## src/rtl/edge_conv3x3.sv

```systemverilog
// edge_conv3x3 -- 3x3 gradient-magnitude filter (Sobel / Prewitt) fed by a
// line buffer that delivers one vertical 3-pixel column per clock.
//
// Optional feature macro: EDGE_CONV_THRESH_EN
//   defined   : thresh_i exists, conv_o is binarised (all ones / zero)
//   undefined : conv_o is the saturated magnitude
//
// Ports
//   clk, rst            clock, synchronous active-high reset
//   vect_in[2:0]        column, [0] newest row, [2] oldest row
//   dv_i, hs_i, vs_i    data valid, hsync, vsync
//   mode_i              00 Sobel |Gx|+|Gy|, 01 Sobel |Gx|, 10 Sobel |Gy|,
//                       11 Prewitt |Gx|+|Gy| (latched on vs_i rising edge)
//   thresh_i            binarisation threshold (EDGE_CONV_THRESH_EN only)
//   conv_o              filtered pixel, zero whenever dv_o is low
//   dv_o, hs_o, vs_o    gated valid and ungated syncs, all LAT cycles late
//   line_end_o          one-cycle pulse after the last pixel of each line
//
// The data path is four register stages (window, Gx/Gy, abs+combine,
// saturate); LAT must stay at 4 for the sync lines to line up with it.
module edge_conv3x3 #(
   parameter int unsigned COLORDEPTH = 8,
   parameter int unsigned GAIN_SHIFT = 1,
   parameter int unsigned LAT        = 4
) (
   input  logic                       clk,
   input  logic                       rst,
   input  logic [2:0][COLORDEPTH-1:0] vect_in,
   input  logic                       dv_i,
   input  logic                       hs_i,
   input  logic                       vs_i,
   input  logic [1:0]                 mode_i,
`ifdef EDGE_CONV_THRESH_EN
   input  logic [COLORDEPTH-1:0]      thresh_i,
`endif
   output logic [COLORDEPTH-1:0]      conv_o,
   output logic                       dv_o,
   output logic                       hs_o,
   output logic                       vs_o,
   output logic                       line_end_o
);

   localparam int unsigned CD = COLORDEPTH;
   localparam int unsigned GW = COLORDEPTH + 3;   // signed gradient width
   localparam int unsigned AW = COLORDEPTH + 2;   // absolute gradient width

   localparam logic [1:0] MODE_SOBEL_X = 2'b01;
   localparam logic [1:0] MODE_SOBEL_Y = 2'b10;
   localparam logic [1:0] MODE_PREWITT = 2'b11;

   typedef enum logic [1:0] {
      FILL0 = 2'd0,
      FILL1 = 2'd1,
      RUN   = 2'd2
   } row_state_e;

   // ------------------------------------------------------------------
   // State
   // ------------------------------------------------------------------
   row_state_e                 state_q, state_d;
   logic [1:0]                 cnt_q, cnt_d;
   logic                       dv_prev_q;
   logic                       vs_prev_q;
   logic                       frame_sync_q, frame_sync_d;
   logic [1:0]                 mode_q, mode_d;

   logic [2:0][CD-1:0]         col0_q, col1_q, col2_q;
   logic signed [GW-1:0]       gx_q, gy_q, gx_d, gy_d;
   logic [GW-1:0]              mag_q, mag_d;
   logic [CD-1:0]              conv_q, conv_d;
   logic                       line_end_q, line_end_d;

   logic [LAT-1:0]             gv_sr_q;   // gated valid
   logic [LAT-1:0]             dv_sr_q;   // ungated valid
   logic [LAT-1:0]             hs_sr_q;
   logic [LAT-1:0]             vs_sr_q;

   logic                       dv_fall_c;
   logic                       vs_rise_c;
   logic                       col_ok_c;
   logic                       row_ok_c;
   logic                       gate_c;

   // ------------------------------------------------------------------
   // Helpers
   // ------------------------------------------------------------------
   function automatic logic signed [GW-1:0] sdiff(input logic [CD-1:0] a,
                                                  input logic [CD-1:0] b);
      return $signed(GW'(a)) - $signed(GW'(b));
   endfunction

   // Weighted sum of three differences: 1,2,1 (Sobel) or 1,1,1 (Prewitt)
   function automatic logic signed [GW-1:0] wsum(input logic signed [GW-1:0] d0,
                                                 input logic signed [GW-1:0] d1,
                                                 input logic signed [GW-1:0] d2,
                                                 input logic               flat);
      return flat ? (d0 + d1 + d2) : (d0 + (d1 <<< 1) + d2);
   endfunction

   // ------------------------------------------------------------------
   // Edge detects and border qualifiers for the pixel being sampled
   // ------------------------------------------------------------------
   always_comb begin
      dv_fall_c = dv_prev_q & ~dv_i;
      vs_rise_c = vs_i & ~vs_prev_q;
      col_ok_c  = (cnt_q == 2'd2);
      row_ok_c  = (state_q == RUN);
      gate_c    = dv_i & col_ok_c & row_ok_c;
   end

   // Row fill FSM: two completed lines after vsync before output opens.
   // Line ends only count once a vsync has been seen since reset.
   always_comb begin
      state_d = state_q;
      if (vs_i) begin
         state_d = FILL0;
      end else if (dv_fall_c && frame_sync_q) begin
         case (state_q)
            FILL0:   state_d = FILL1;
            FILL1:   state_d = RUN;
            RUN:     state_d = RUN;
            default: state_d = FILL0;
         endcase
      end
   end

   // Column counter, frame sync flag and frame-rate mode latch
   always_comb begin
      cnt_d        = 2'd0;
      frame_sync_d = frame_sync_q | vs_i;
      mode_d       = mode_q;
      if (dv_i) begin
         cnt_d = (cnt_q == 2'd2) ? 2'd2 : cnt_q + 2'd1;
      end
      if (vs_rise_c) begin
         mode_d = mode_i;
      end
   end

   // Stage 2: signed gradients from the 3x3 window
   always_comb begin
      logic signed [GW-1:0] dx0, dx1, dx2;
      logic signed [GW-1:0] dy0, dy1, dy2;
      logic                 flat;
      flat = (mode_q == MODE_PREWITT);
      dx0  = sdiff(col0_q[0], col2_q[0]);
      dx1  = sdiff(col0_q[1], col2_q[1]);
      dx2  = sdiff(col0_q[2], col2_q[2]);
      dy0  = sdiff(col0_q[0], col0_q[2]);
      dy1  = sdiff(col1_q[0], col1_q[2]);
      dy2  = sdiff(col2_q[0], col2_q[2]);
      gx_d = wsum(dx0, dx1, dx2, flat);
      gy_d = wsum(dy0, dy1, dy2, flat);
   end

   // Stage 3: absolute values, axis selection and gain shift
   always_comb begin
      logic [AW-1:0] ax, ay;
      logic [GW-1:0] sum;
      ax = AW'(gx_q[GW-1] ? -gx_q : gx_q);
      ay = AW'(gy_q[GW-1] ? -gy_q : gy_q);
      case (mode_q)
         MODE_SOBEL_X: sum = GW'(ax);
         MODE_SOBEL_Y: sum = GW'(ay);
         default:      sum = GW'(ax) + GW'(ay);
      endcase
      mag_d = sum >> GAIN_SHIFT;
   end

   // Stage 4: saturate (optionally binarise) and gate with the valid
   always_comb begin
      logic [CD-1:0] sat;
      logic [CD-1:0] pix;
      sat = (|mag_q[GW-1:CD]) ? '1 : mag_q[CD-1:0];
`ifdef EDGE_CONV_THRESH_EN
      pix = (sat >= thresh_i) ? '1 : '0;
`else
      pix = sat;
`endif
      conv_d     = gv_sr_q[2] ? pix : '0;
      line_end_d = dv_sr_q[LAT-1] & ~dv_sr_q[LAT-2];
   end

   // ------------------------------------------------------------------
   // Registers
   // ------------------------------------------------------------------
   always_ff @(posedge clk) begin
      if (rst) begin
         state_q      <= FILL0;
         cnt_q        <= 2'd0;
         dv_prev_q    <= 1'b0;
         vs_prev_q    <= 1'b0;
         frame_sync_q <= 1'b0;
         mode_q       <= 2'b00;
         col0_q       <= '0;
         col1_q       <= '0;
         col2_q       <= '0;
         gx_q         <= '0;
         gy_q         <= '0;
         mag_q        <= '0;
         conv_q       <= '0;
         line_end_q   <= 1'b0;
         gv_sr_q      <= '0;
         dv_sr_q      <= '0;
         hs_sr_q      <= '0;
         vs_sr_q      <= '0;
      end else begin
         state_q      <= state_d;
         cnt_q        <= cnt_d;
         dv_prev_q    <= dv_i;
         vs_prev_q    <= vs_i;
         frame_sync_q <= frame_sync_d;
         mode_q       <= mode_d;
         // Window only advances on accepted pixels
         if (dv_i) begin
            col2_q <= col1_q;
            col1_q <= col0_q;
            col0_q <= vect_in;
         end
         gx_q         <= gx_d;
         gy_q         <= gy_d;
         mag_q        <= mag_d;
         conv_q       <= conv_d;
         line_end_q   <= line_end_d;
         gv_sr_q      <= {gv_sr_q[LAT-2:0], gate_c};
         dv_sr_q      <= {dv_sr_q[LAT-2:0], dv_i};
         hs_sr_q      <= {hs_sr_q[LAT-2:0], hs_i};
         vs_sr_q      <= {vs_sr_q[LAT-2:0], vs_i};
      end
   end

   assign conv_o     = conv_q;
   assign dv_o       = gv_sr_q[LAT-1];
   assign hs_o       = hs_sr_q[LAT-1];
   assign vs_o       = vs_sr_q[LAT-1];
   assign line_end_o = line_end_q;

endmodule

```

## config.mk

```make
export PLATFORM = sky130hd
export DESIGN_NAME = edge_conv3x3
export DESIGN_NICKNAME = d
export VERILOG_FILES = /design/src/rtl/edge_conv3x3.sv
export SDC_FILE = /design/constraint.sdc
export NUM_CORES = 1
export LEC_CHECK = 0
export BUFFER_PORTS_ARGS = -buffer_cell sky130_fd_sc_hd__buf_2
export CELL_PAD_IN_SITES_DETAIL_PLACEMENT = 1
export CELL_PAD_IN_SITES_GLOBAL_PLACEMENT = 1
export CORE_MARGIN = 1
export CORE_UTILIZATION = 53
export DETAILED_ROUTE_END_ITERATION = 12
export GPL_ROUTABILITY_DRIVEN = 1
export HOLD_SLACK_MARGIN = 0.08
export PLACE_DENSITY = 0.84
export SLEW_MARGIN = 20
export SYNTH_ARGS = -nofsm -noshare
export SYNTH_HDL_FRONTEND = slang
export SYNTH_SLANG_ARGS = --single-unit
```

## constraint.sdc

```tcl
create_clock -name clk -period 10.8 [get_ports clk]
set_input_delay 2.16 -clock clk [delete_from_list [all_inputs] [get_ports clk]]
set_output_delay 2.16 -clock clk [all_outputs]
set_load 0.05 [all_outputs]
```

Yosys cells after proc, flatten, opt, wreduce, memory -nomap -nowiden

Cells that the tools add are included.

Bits in registers: 139
Bits in latches: 0
Memory bits (writable): 0
Bits in read-only memories: 0
Bits of input ports: 31
Memories kept: 0

Add/sub/neg operators: 18
Multipliers: 0
Div/mod/pow operators: 0
Magnitude comparators: 0
Equality and inequality tests: 6
Shifts and indexed selects: 0
Muxes and demuxes: 8
Bitwise operators: 10
Reductions and logical operators: 8

Operator list:

| kind                                                                  | count |
|---|---|
| 8-bit by 8-bit subtractor with 9-bit output                           | 6 |
| 10-bit by 9-bit adder with 11-bit output                              | 2 |
| 11-bit by 9-bit adder with 11-bit output                              | 2 |
| 9-bit by 10-bit adder with 11-bit output                              | 2 |
| 11-bit 2-to-1 mux                                                     | 2 |
| 11-bit one-hot mux with 2 select lines                                | 1 |
| 9-bit by 9-bit adder with 10-bit output                               | 2 |
| 10-bit 2-to-1 mux                                                     | 2 |
| 10-bit negator                                                        | 2 |
| 10-bit by 10-bit adder with 11-bit output                             | 1 |
| 2-bit equality test, second input constant                            | 4 |
| 8-bit 2-to-1 mux                                                      | 1 |
| 2-bit OR reduction                                                    | 4 |
| 3-bit OR reduction                                                    | 2 |
| 1-bit bitwise AND                                                     | 5 |
| 2-bit by 1-bit equality test with 1-bit output, second input constant | 2 |
| 1-bit NOT                                                             | 4 |
| 2-bit one-hot mux with 2 select lines                                 | 1 |
| 2-bit by 1-bit adder with 2-bit output, second input constant         | 1 |
| 2-bit zero test                                                       | 1 |
| 2-bit 2-to-1 mux                                                      | 1 |
| 1-bit logical AND                                                     | 1 |
| 1-bit OR                                                              | 1 |

Longest topological paths before layout

Gate-level depths: netlist of the first run.

Depth in word-level cells: 4
Gate-level depth with buffers: 19
Depth with buffers taken out: 19

Worst setup path before layout of the first run

No wires, ideal clock.

Kind: reg-to-reg
Start: reg col0_q[0] in the netlist's numbering
End: reg gx_q[10]
Library setup time: 0.073 ns
Data arrival time: 3.870 ns
Data required time: 10.727 ns
Slack: 6.857 ns
Stages on the path, launching flop included: 19
Path through: dfxtp_1 > inv_1 > ha_1 > inv_1 > fa_1 > a21o_1 > a21oi_1 > nor2_1 > o311a_1 > nor3_4 > xnor2_1 > ha_1 > a31o_2 > ha_1 > or4_1 > o221ai_2 > nor2_1 > o311a_1 > nor3_2

Word-level cells in the longest chain between the ends: 4
Elaborated cells between the ends (all ways): 6

RTL lines:

| item                                                                                                 | RTL line | text |
|---|---|---|
| start: declaration                                                                                   | 67       | `logic [2:0][CD-1:0] col0_q, col1_q, col2_q;` |
| start signal: assignment                                                                             | 218      | `col0_q <= vect_in;` |
| 8-bit by 8-bit subtractor with 9-bit output (*)                                                      | 89       | `return $signed(GW'(a)) - $signed(GW'(b));` |
| 9-bit by 10-bit adder with 11-bit output or 9-bit by 9-bit adder with 10-bit output (tied branches)  | 97       | `return flat ? (d0 + d1 + d2) : (d0 + (d1 <<< 1) + d2);` |
| 11-bit by 9-bit adder with 11-bit output or 10-bit by 9-bit adder with 11-bit output (tied branches) | 97       |  |
| 11-bit 2-to-1 mux (*)                                                                                | 97       |  |
| end signal: assignment                                                                               | 220      | `gx_q <= gx_d;` |
| end: declaration                                                                                     | 68       | `logic signed [GW-1:0] gx_q, gy_q, gx_d, gy_d;` |

Mark *: on every way between the ends. The rest lies on a longest branch, timed or not.
A chain may end at the register's enable or synchronous reset.

Final worst setup path of the first run

Start: reg col0_q[8] in the netlist's numbering
End: reg gx_q[10]

Same word-level chain as after synthesis.

==> impl_metrics.csv, run 1 <==
group,metric,value,unit
outcome,status,"finished, final reports clean",
clock_tree,cts_resized,0,
synth,ys_types,61,
sta,fin_skew,0.0110,ns
critical_path,crit_type,"reg2reg",
floorplanning,start_util,54.0,%
sta,setup_viol,0,
placed_design,hpwl,18300,um
synth,yosysWarnings,0,
final_layout,mostFrequentLayoutCell,"dfxtp_1",
route,highest_layer,"met4",
final_layout,fill_cells,2094,
placed_design,place_congestion,0.873,
route,ant_nets,0,
route,route.met3.wl,672,um
global_routing,grt_max_degree,92,
critical_path,worst-path-max-fanout,6,
synth,synthAdderAreaFrac,22.0,%
sta,tns,0,ns
route,met1_length,10500,um
route,vias,7569,
hold_path,hold_class,"reg2reg",
critical_path,r2r-start,"col0_q[8]",
sta,slew_violations,0,
sta,slew_headroom,32.7,%
power,p_int,1.52,mW
synth,synthSimpleGateAreaFrac,14.2,%
route,viasPerCell,5.62,
global_routing,gr-total-overflow,0,
route,drtIter0Drc,222,
sta,finalHoldViolations,0,
synth,synth-async-reset-ratio,0,%
synth,synth_top_family_by_area,"adder cells",
floorplanning,core_area,17900,sq um
floorplanning,die_y,137,um
critical_path,reg2reg_depth,17,
floorplanning,die_w,137,um
final_layout,drive_gt1_share,8.42,%
power,p_switching,1.03,mW
synth,syn_area,9670,sq um
critical_path,critPathCaptureType,"flip-flop",
power,vdd_drop_max,0.145,mV
route,drcViolationCount,0,
clock_tree,h-tree-depth,4,
global_routing,grt_pass1_vias,8156,
synth,synth_edf_count,0,
synth,synth_area_per_cell,9.01,sq um
synth,synth_flop_cell,"dfxtp_1",
synth,ys_seq_area_share,28.2,%
sta,tightest_slew,1.01,ns
final_layout,syn2layout_area_growth,10.5,%
route,wl_per_cell,18.1,um
power,combPwrFrac,51.6,%
clock_tree,clk_pin_slew,0.06,ns
global_routing,grt_pass1_wl,39500,um
synth,muxShareOfSynthArea,8.49,%
sta,timing.final.crit_share,41.6,%
final_layout,fin_nets,1283,
synth,syn_inst,1073,
synth,syn_nets,1252,
clock_tree,post_cts_buffers,0,
route,first_pass_iters,4,
global_routing,grt_usage,27.5,%
critical_path,crit_path_start_kind,"flip-flop",
clock_tree,cts_buffers,17,
synth,synth.ff_latch_count,136,
sta,fmax,0.222,GHz
sta,period_minus_slack,4.50,ns
final_layout,final_cell_mix,"136 x dfxtp_1, 127 x nor2_1, 124 x inv_1",
placed_design,place_inst,1314,
sta,rsz0062_at_grt,"no",
clock_tree,cts-root-buf,"clkbuf_16",
clock_tree,clock-sinks,136,
critical_path,required,11.15,ns
critical_path,worstSetupEndpoint,"gx_q[10]",
power,power_leakage,4.84,nW
final_layout,fin_util,59.7,%
floorplanning,die_area,18800,sq um
power,power_frac_clock,24.4,%
clock_tree,hold_buffers,0,
route,wl_met2,12200,um
critical_path,r2r_end,"gx_q[10]",
floorplanning,ioPinCount,43,
floorplanning,num_rows,49,
power,switching_share,40.5,%
sta,holdWs,0.432,ns
placed_design,portBuffers,42,
final_layout,stdcell_count,1346,
flow_run,drv_cap,0,
global_routing,antenna_found_initial,0,
clock_tree,clk_latency,0.43,ns
sta,setup_ws,6.30,ns
placed_design,pre_cts_slack,6.53,ns
critical_path,startpoint,"col0_q[8]",
power,power_frac_seq,24.0,%
route,wl,24400,um
synth,synth-compound-area-share,13.6,%
critical_path,reg2reg_slack,6.30,ns
clock_tree,cts_buffer_depth,2,
synth,synth_xor_area_share,7.34,%
power,powerDensity,238,nW/um^2
critical_path,worstPathArrival,4.85,ns
clock_tree,cts_tree,"built",
final_layout,diodes,0,
cell type report:
| cell class | instances | area, sq um | area share [%] |
|---|---|---|---|
| tap | 229 | 287 | 2.68 |
| inverter | 124 | 465 | 4.36 |
| multi-input combinational | 780 | 6350 | 59.4 |
| clock buffer | 18 | 439 | 4.11 |
| timing repair buffer | 45 | 238 | 2.22 |
| sequential | 136 | 2720 | 25.5 |
| clock inverter | 14 | 188 | 1.76 |
synthesized netlist by cell type (3+ instances only):
cell type,count,area [sq um]
a21oi_1,38,190
xor2_1,27,236
nand2_1,29,109
mux2i_1,82,821
a21o_1,21,158
nor3_1,15,75.1
clkbuf_1,22,82.6
o22ai_1,5,31.3
or3_1,5,31.3
nor3b_1,3,22.5
dfxtp_1,136,2720
inv_1,124,465
a21boi_0,6,45.0
nor2b_1,36,225
buf_2,9,45.0
o21ai_0,39,195
o21a_1,17,128
nor2_1,127,477
and2_1,5,31.3
o21bai_1,6,45.0
a211o_1,3,26.3
nand4b_1,3,26.3
fa_1,37,741
a221oi_1,6,52.6
nand2b_1,18,113
ha_1,111,1390
a22oi_1,3,22.5
nor4_1,8,50.1
a311oi_1,3,26.3
nand3_1,6,30.0
o31ai_1,7,52.6
nand4_1,3,18.8
a31oi_1,3,18.8
or2_2,4,25.0
a211oi_1,16,120
xnor2_1,54,473
logic make-up after synthesis:
| group | count (synthesis) |
|---|---|
| DFF | 136 |
| buffers and inverters | 157 |
| and+or+nand+nor | 277 |
| adders and majority gates | 148 |
| xor gates and xnor gates | 81 |
| muxes | 82 |
| AOI/OAI and AO/OA | 192 |
worst min-delay path by stage:
| stage | from | endpoint | slack (ns) | depth (start not counted) |
|---|---|---|---|---|
| 5_1_grt | mag_q[0] | conv_o[0] | 0.46 | 1 |
| 4_1_cts | cnt_q[0] | cnt_q[0] | 0.43 | 1 |
| 3_3_place_gp | dv_sr_q[2] | line_end_o | 0.40 | 1 |
| 2_1_floorplan | dv_sr_q[2] | line_end_o | 0.39 | 1 |
| 6_report | cnt_q[0] | cnt_q[0] | 0.43 | 1 |
| 3_5_place_dp | cnt_q[0] | cnt_q[0] | 0.42 | 1 |
sequential cells by signal, summed over array words and instances, names as in the netlist, 2 cells and up:
name,flops
col0_q,24
col1_q,24
col2_q,24
gx_q,11
gy_q,11
mag_q,10
conv_o,8
dv_sr_q,4
gv_sr_q,4
hs_sr_q,4
vs_sr_q,4
cnt_q,2
mode_q,2
state_q,2
worst max-delay path, stage by stage, from the launching register on:
cell and delay [ns]:
dfxtp_1 0.35, inv_1 0.05, ha_1 0.23, fa_1 0.41, nor2b_1 0.13, o21ai_0 0.18
a21boi_0 0.53, o32a_1 0.32, nand2_1 0.12, xnor2_1 0.17, ha_1 0.18, a31o_2 0.21
ha_1 0.24, or4_1 0.55, o221ai_2 0.18, nor2_1 0.06, o311a_1 0.34, nor3_2 0.17
power by group through the flow:
stage / Combinational [mW] / Clock (mW) / Sequential, mW
2_1_floorplan: 1.03 / 0 / 0.598
3_3_place_gp: 1.24 / 0 / 0.617
3_5_place_dp: 1.29 / 0 / 0.621
4_1_cts: 1.32 / 0.630 / 0.611
5_1_grt: 1.46 / 0.649 / 0.617
6_report: 1.31 / 0.621 / 0.611
through the flow:
| step | cell area [sq um] | power [mW] |
|---|---|---|
| floorplan | 9670 | 1.63 |
| global placement | 10100 | 1.86 |
| detailed placement | 10100 | 1.91 |
| CTS | 10700 | 2.56 |
| global route | 10700 | 2.73 |
| finish | 10700 | 2.55 |
per-layer routing:
metal  vias to the layer above  GRT usage (%)
li1                       3715              -
met1                      3666           30.7
met2                       131           50.3
met3                        57           4.70
met4                         0           12.9
met5                         -              0
No activity file was read; power rests on OpenSTA's default activity.
==> inputs of run 2 (changes only) <==
--- a/config.mk
+++ b/config.mk
@@ -9,11 +9,11 @@
 export CELL_PAD_IN_SITES_DETAIL_PLACEMENT = 1
 export CELL_PAD_IN_SITES_GLOBAL_PLACEMENT = 1
 export CORE_MARGIN = 1
-export CORE_UTILIZATION = 53
+export CORE_UTILIZATION = 44
 export DETAILED_ROUTE_END_ITERATION = 12
 export GPL_ROUTABILITY_DRIVEN = 1
 export HOLD_SLACK_MARGIN = 0.08
-export PLACE_DENSITY = 0.84
+export PLACE_DENSITY = 0.74
 export SLEW_MARGIN = 20
 export SYNTH_ARGS = -nofsm -noshare
 export SYNTH_HDL_FRONTEND = slang
==> constraint.sdc (replaced) <==
create_clock -name clk -period 3.6 [get_ports clk]
set_input_delay 0.72 -clock clk [delete_from_list [all_inputs] [get_ports clk]]
set_output_delay 0.72 -clock clk [all_outputs]
set_load 0.05 [all_outputs]
==> run 2 against run 1 <==
Against the previous run:
- the flow now finishes with violations (setup timing)
- die area is 20% higher
- clock skew rose by 0.0015 ns
- wire length rose by 17%
- maximum frequency up 15%
- combinational power grew to 4.3 times the previous value
- non-clock buffer count is 139 higher
- design area is 17% higher
- sequential power rose to 3.0 times the previous value
- global-route usage shrank 1.9 points
- worst hold slack lost 0.020 ns
- cell count increased by 14%
- critical endpoint unchanged
==> impl_metrics.csv, run 2 (synthesis results as in run 1) <==
group,metric,value,unit
route,drcViolationCount,0,
critical_path,r2r_end,"gx_q[10]",
clock_tree,cts_tree,"built",
final_layout,design_area,12500,sq um
critical_path,critPathMaxStageDelay,0.49,ns
outcome,failed_checks,"setup timing",
critical_path,worstPathArrival,4.26,ns
power,power_frac_clock,19.2,%
power,power_frac_seq,19.9,%
critical_path,path_delay_family,"simple AND/OR/NAND/NOR gates",
clock_tree,clk_latency,0.44,ns
route,viasPerCell,5.34,
hold_path,hold_end,"line_end_o",
sta,slew_headroom,44.7,%
critical_path,required,3.96,ns
global_routing,met2_usage,47.4,%
hold_path,min_from,"dv_sr_q[2]",
sta,slew_violations,0,
critical_path,crit_type,"reg2reg",
critical_path,reg2reg_slack,-0.31,ns
clock_tree,cts_buffers,17,
power,p_switching,3.68,mW
critical_path,cp_cell_sequence,"inv_6 > ha_4 > inv_2 > fa_2 > a21o_1 > a21oi_2 > nor2_2 > buf_4 > nor4_2 > buf_4 > nor3_4 > xnor2_1 > ha_2 > ha_4 > or4_4 > o221ai_4 > nor2_1 > o311a_1 > nor3_2",
critical_path,r2r-start,"col0_q[0]",
placed_design,place_area,11100,sq um
final_layout,drive_gt1_share,27.8,%
route,drtIter0Drc,272,
global_routing,gr-total-overflow,0,
placed_design,place_congestion,0.862,
final_layout,mostFrequentLayoutCell,"buf_4",
outcome,status,"finished with violations",
final_layout,reg_top3,"col0_q: 24 flops, col1_q: 24 flops, col2_q: 24 flops",
route,first_pass_iters,4,
sta,fmax,0.256,GHz
global_routing,grt_pass1_wl,44300,um
global_routing,gr-usage-met1,29.4,%
sta,setup_viol,7,
floorplanning,num_rows,53,
placed_design,hpwl,20600,um
sta,rsz0062_at_grt,"yes",
final_layout,syn2layout_area_growth,29.4,%
global_routing,grt_pass1_vias,8815,
critical_path,crit_buf_inv,4,
route,ant_nets,0,
power,power_leakage,5.69,nW
power,switching_share,40.2,%
clock_tree,cts_buffer_depth,2,
route,wl,28500,um
sta,timing.final.crit_share,109,%
global_routing,grt_usage,25.6,%
floorplanning,start_util,45.4,%
clock_tree,cts-root-buf,"clkbuf_16",
power,combPwrFrac,60.9,%
clock_tree,hold_buffers,0,
global_routing,grt_max_degree,67,
hold_path,hold_class,"reg2reg",
global_routing,top_usage_layer,"met2",
floorplanning,ioPinCount,43,
final_layout,diodes,0,
power,powerDensity,732,nW/um^2
final_layout,final_cell_mix,"140 x buf_4, 130 x dfxtp_1, 123 x nor2_1",
critical_path,critPathCaptureType,"flip-flop",
power,fin_total_pwr,9.16,mW
sta,setup_ws,-0.307,ns
flow_run,drv_cap,0,
final_layout,fin_nets,1422,
route,vias,8173,
sta,finalHoldViolations,0,
critical_path,reg2reg_depth,19,
global_routing,antenna_found_initial,0,
sta,fin_skew,0.0125,ns
global_routing,use_met3,3.76,%
critical_path,crit_path_start_kind,"flip-flop",
sta,tightest_slew,0.830,ns
critical_path,worst-path-max-fanout,3,
floorplanning,die_y,150,um
hold_path,holdPathStages,1,
route,wl_per_cell,18.6,um
critical_path,critPathSlowestCell,"or4_4",
final_layout,fin_util,58.8,%
placed_design,portBuffers,42,
clock_tree,clk_pin_slew,0.06,ns
floorplanning,core_area,21300,sq um
power,vdd_drop_max,0.343,mV
clock_tree,clock-sinks,136,
floorplanning,die_w,150,um
floorplanning,die_area,22600,sq um
power,p_int,5.47,mW
sta,period_minus_slack,3.91,ns
clock_tree,h-tree-depth,4,
## run 2: per-layer routing
metal	vias to the layer above	share of wire, %
met5	-	0
met4	0	2.9
met3	54	2.1
met2	125	53
met1	4010	42
li1	3984	-
## run 2: power groups by stage
stage               Clock [mW]  Combinational [mW]  Sequential [mW]
detailed placement           0                4.68             1.85
finish                    1.76                5.57             1.82
global placement             0                4.50             1.85
CTS                       1.79                5.14             1.82
global route              1.85                6.09             1.84
floorplan                    0                3.16             1.80
## run 2: timing repair
| action | CTS | global route |
|---|---|---|
| setup buffers | 10 | 6 |
| resized for setup | 67 | 86 |
| endpoints found under the setup margin | 10 | 12 |
| pin swaps | 36 | 43 |
## run 2: how the worst max path moves through the flow
| stage | start | end | slack [ns] | cells after the start |
|---|---|---|---|---|
| 5_1_grt | col0_q[0] | gx_q[10] | -0.44 | 19 |
| 2_1_floorplan | col0_q[0] | gx_q[10] | -0.01 | 17 |
| 6_report | col0_q[0] | gx_q[10] | -0.31 | 19 |
| 4_1_cts | col0_q[0] | gy_q[8] | -0.30 | 19 |
| 3_3_place_gp | col2_q[0] | gx_q[10] | -0.22 | 16 |
| 3_5_place_dp | col0_q[0] | gy_q[10] | -0.30 | 17 |
## run 2: area by class of cell
type                       instances  area (sq um)
fill                            2434          8770
multi-input combinational        780          7070
sequential                       136          2740
timing repair buffer             184          1310
inverter                         124           473
clock buffer                      19           443
tap                              275           344
clock inverter                    13           144
## run 2: stage by stage
stage	setup slack [ns]	hold WS (ns)	setup TNS, ns	std cells
floorplan	-0.0113	0.390	-0.0113	1073
global placement	-0.222	0.396	-0.976	1484
detailed placement	-0.296	0.413	-1.60	1484
CTS	-0.301	0.420	-1.32	1526
global route	-0.442	0.430	-2.51	1531
finish	-0.307	0.412	-1.30	1531
